$ cat src/rtl/serv_seq.sv
// ============================================================================
//  Module   : serv_seq
//  Purpose  : Bit-serial instruction sequencer. It runs fetch, the optional
//             init pass, the optional memory wait, and the run or trap pass.
//  Revision : 1.0  initial release
// ============================================================================
`default_nettype none

module serv_seq #(
   parameter int WIDTH = 32,
   parameter int CNT_W = 5
) (
   input  logic             clk,
   input  logic             i_rst,
   input  logic             i_ibus_ack,
   input  logic             i_two_stage,
   input  logic             i_mem_op,
   input  logic             i_trap_req,
   input  logic             i_dbus_ack,
   output logic             o_en,
   output logic             o_pc_en,
   output logic [CNT_W-1:0] o_cnt,
   output logic             o_cnt_done,
   output logic             o_init,
   output logic             o_trap,
   output logic             o_dbus_cyc
);

   // The counter wraps naturally only when WIDTH fills CNT_W exactly.
   generate
      if (((1 << CNT_W) != WIDTH) || (WIDTH < 4)) begin : g_bad_param
         $error("serv_seq: WIDTH must be a power of two >= 4 and equal 2**CNT_W");
      end
   endgenerate

   localparam logic [CNT_W-1:0] c_last_bit = CNT_W'(WIDTH - 1);

   typedef enum logic [2:0] {
      S_FETCH = 3'd0,
      S_INIT  = 3'd1,
      S_MEM   = 3'd2,
      S_RUN   = 3'd3,
      S_TRAP  = 3'd4
   } state_t;

   state_t           r_state;
   state_t           w_state_nxt;
   logic [CNT_W-1:0] r_cnt;
   logic             w_en;
   logic             w_cnt_done;

   assign w_en       = (r_state == S_INIT) || (r_state == S_RUN) || (r_state == S_TRAP);
   assign w_cnt_done = w_en && (r_cnt == c_last_bit);

   always_ff @(posedge clk) begin
      if (i_rst) begin
         r_state <= S_FETCH;
         r_cnt   <= '0;
      end else begin
         r_state <= w_state_nxt;
         // Free-running wrap keeps every pass starting at bit 0.
         if (w_en) begin
            r_cnt <= r_cnt + 1'b1;
         end else begin
            r_cnt <= '0;
         end
      end
   end

   always_comb begin
      w_state_nxt = r_state;
      case (r_state)
         S_FETCH: begin
            if (i_ibus_ack) begin
               if (i_trap_req) begin
                  w_state_nxt = S_TRAP;
               end else if (i_two_stage) begin
                  w_state_nxt = S_INIT;
               end else begin
                  w_state_nxt = S_RUN;
               end
            end
         end
         S_INIT: begin
            if (w_cnt_done) begin
               if (i_trap_req) begin
                  w_state_nxt = S_TRAP;
               end else if (i_mem_op) begin
                  w_state_nxt = S_MEM;
               end else begin
                  w_state_nxt = S_RUN;
               end
            end
         end
         S_MEM: begin
            if (i_dbus_ack) begin
               w_state_nxt = S_RUN;
            end
         end
         S_RUN, S_TRAP: begin
            if (w_cnt_done) begin
               w_state_nxt = S_FETCH;
            end
         end
         default: w_state_nxt = S_FETCH;
      endcase
   end

   // Moore decode only: nothing here looks at an input port.
   assign o_en       = w_en;
   assign o_pc_en    = (r_state == S_RUN) || (r_state == S_TRAP);
   assign o_cnt      = r_cnt;
   assign o_cnt_done = w_cnt_done;
   assign o_init     = (r_state == S_INIT);
   assign o_trap     = (r_state == S_TRAP);
   assign o_dbus_cyc = (r_state == S_MEM);

endmodule

`default_nettype wire

$ cat config.mk
export PLATFORM = sky130hd
export DESIGN_NAME = serv_seq
export DESIGN_NICKNAME = d
export VERILOG_FILES = /design/src/rtl/serv_seq.sv
export SDC_FILE = /design/constraint.sdc
export NUM_CORES = 1
export LEC_CHECK = 0
export CORE_AREA = 2 2 39 41
export CTS_CLUSTER_DIAMETER = 80
export DETAILED_ROUTE_END_ITERATION = 16
export DIE_AREA = 0 0 41 43
export PLACE_DENSITY_LB_ADDON = 0.15
export SLEW_MARGIN = 25
export SYNTH_ARGS = -nofsm -noshare
export SYNTH_HDL_FRONTEND = slang
export SYNTH_SLANG_ARGS = --single-unit
export TNS_END_PERCENT = 5
$ cat constraint.sdc
create_clock -name clk -period 1.9 [get_ports clk]
set_clock_uncertainty 0.1 [all_clocks]
set_input_delay 0.38 -clock clk [delete_from_list [all_inputs] [get_ports clk]]
set_output_delay 0.38 -clock clk [all_outputs]
set_load 0.01 [all_outputs]
==> impl_metrics.ini <==
[floorplan]
core_area_um2 = 1380
rows = 14
fp.dieH_um = 43
die_x_um = 41
dieArea_um2 = 1760
ios = 18
start_util = 0.329

[clocking]
cts_htree_levels = 1
clock_tree.root_cell = clkbuf_4
tritoncts = yes
cts_hold_buf = 0
clock-sinks = 8
clk_latency_ps = 260
clock_path_buffers = 2
cts_buffers = 3
clk_pin_slew_ps = 60

[logic_synthesis]
ys_warn_count = 0
synth-compound-area-share = 0.118
netlist_instances = 51
synth-simple-area-share = 0.335
seq_area_frac_synth = 0.352
synth_top_family_by_area = simple AND/OR/NAND/NOR gates
synth_xor_area_frac = 0.0385
ys_seq_elements = 8
synth_area_um2 = 455
avgSynthCellArea_um2 = 8.93
synth_nets = 60
yosys.cell_types.count = 26
synthAdderAreaFrac = 0.0549
muxShareOfSynthArea = 0.0440

[job]
cap_violations = 0

[sta]
hold_viol = 0
max_freq_mhz = 547
period_needed_ps = 1830
setup_violations = 0
hold_ws_ps = 409
tightest_slew_ps = 316
rsz0062_at_grt = true
relSlewSlack = 0.786
slew_viol_final = 0
fin_crit_sh = 0.963

[pwr]
switching_share = 0.375
p_comb_frac = 0.536
power_switching_uw = 302
p_leak_uw = 0.000349
power.density_nw_per_um2 = 1120
power.share.clock = 0.167
seqPwrFrac = 0.296
ir_worst_vdd_mv = 0.508
intPower_uw = 503

[detailed_routing]
top_layer_used = met4
wl_met1_um = 446
first_pass_iters = 1
wl_met3_um = 85
wl_met2_um = 479
via_count = 437
drtIter0Drc = 0
routedWlPerCell_um = 11.0
ant_nets = 0
vias_per_cell = 4.65
drc = 0
finalWirelength_mm = 1.03

[place]
placed_area_um2 = 694
gp_routability_congestion = 0.664
placed_cells = 91
dp_hpwl_um = 793
io_buffers = 17

[hold_path]
min_to = o_cnt[0]
holdPathStages = 2
hold_path_startpoint = o_cnt[0]
hp-class = reg2reg

[global_routing]
grtUsageTotal = 0.146
grt_max_degree = 11
grt_first_pass_wirelength_mm = 1.67
grt_pass1_vias = 415
overflow = 0
grt_antenna_before_repair = 0

[finish]
ff_latch_area_um2 = 165
final_cell_mix = 11 x clkdlybuf4s50_1, 9 x nor2_1, 9 x buf_4
multi_input_area_um2 = 277
n_antenna_cell = 0
final_util = 0.522
final_common_cell = clkdlybuf4s50_1
finalInstanceArea_um2 = 722
finalNetCount = 89
fin_cells = 94
drive_gt1_frac = 0.295
syn2layout_area_growth_pct = 58.5
fillers = 138

[worst_setup_path]
worst-r2r-setup-slack_ps = 140
rr_endpoint = r_state[2]
critPathLaunchType = flip-flop
end_kind = output port
ff2ff_path_depth = 8
rr_startpoint = o_cnt[1]
arrival_ps = 1350
crit_type = reg2out
crit_required_ps = 1420
critPathMaxFanout = 2

[outcome]
status = completed
worst max-delay path by stage:
stage / startpoint / to / slack, ps
floorplan: o_cnt[0] / r_state[2] / 140
CTS: r_state[2] / o_trap / 20
finish: o_cnt[0] / o_cnt_done / 70
global route: o_cnt[0] / r_state[2] / -2
detailed placement: o_cnt[0] / o_cnt_done / -30
global placement: o_cnt[0] / o_cnt_done / -10
power groups by stage:
stage / combinational (uW) / sequential [uW] / clock [uW]
3_3_place_gp: 460 / 235 / 0
2_1_floorplan: 269 / 237 / 0
4_1_cts: 441 / 237 / 139
3_5_place_dp: 459 / 235 / 0
5_1_grt: 480 / 245 / 148
6_report: 432 / 239 / 135
per-stage QoR:
stage,setup TNS (ps),power [uW],setup slack (ps)
detailed placement,-30.6,694,-30.6
global placement,-10.3,694,-10.3
finish,0,805,71.1
CTS,0,817,17.6
floorplan,0,506,135
global route,-1.70,873,-1.70
worst max-delay path, cell delays in order (launching register included):
cell	delay (ps)
dfxtp_2	320
ha_1	190
and3_1	150
ha_2	170
nor2b_1	130
buf_2	140
cells in the mapped netlist, drive strengths merged:
master   count  share of area
nand2b       2          0.027
nor3b        2          0.058
o2111ai      1          0.019
nor4b        1          0.019
buf          2          0.041
nor2b        2          0.027
and3         1          0.014
nor3         1          0.011
xor2         1          0.019
or2          1          0.014
xnor2        1          0.019
nand3        2          0.022
o21ai        2          0.022
and2         2          0.027
mux2i        2          0.044
inv          2          0.016
a21o         1          0.016
nor2        10          0.082
ha           2          0.055
dfxtp        8           0.35
and2b        1          0.016
or2b         1          0.016
a211oi       1          0.027
o31ai        2          0.033
logic make-up after synthesis:
logic type	count (synthesis)
compound gates	7
simple gates	26
buf+inv	4
mux	2
flops	8
xor+xnor	2
fa+ha+maj	2
state kept, by name, indices dropped and copies added, names as in the netlist:
| signal | count |
|---|---|
| r_state | 3 |
| o_cnt | 5 |
repair_timing:
item	CTS	global route
endpoints found under the setup margin	5	3
resized for setup	12	4
setup buffers	0	0
pin swaps	1	1
cell type report:
type                    instances  area share
multi-input cells              39       0.383
repair buffers                 26       0.319
flip-flops and latches          8       0.229
clock buffers                   3      0.0312
well taps                      16      0.0277
inverters                       2      0.0104
layer usage:
| metal | GRT usage | vias to the layer above |
|---|---|---|
| met2 | 0.222 | 16 |
| met1 | 0.161 | 187 |
| li1 | - | 230 |
| met4 | 0.120 | 0 |
| met3 | 0.0314 | 4 |
| met5 | 0 | - |
Note: power is estimated with default switching activity, not from simulation.
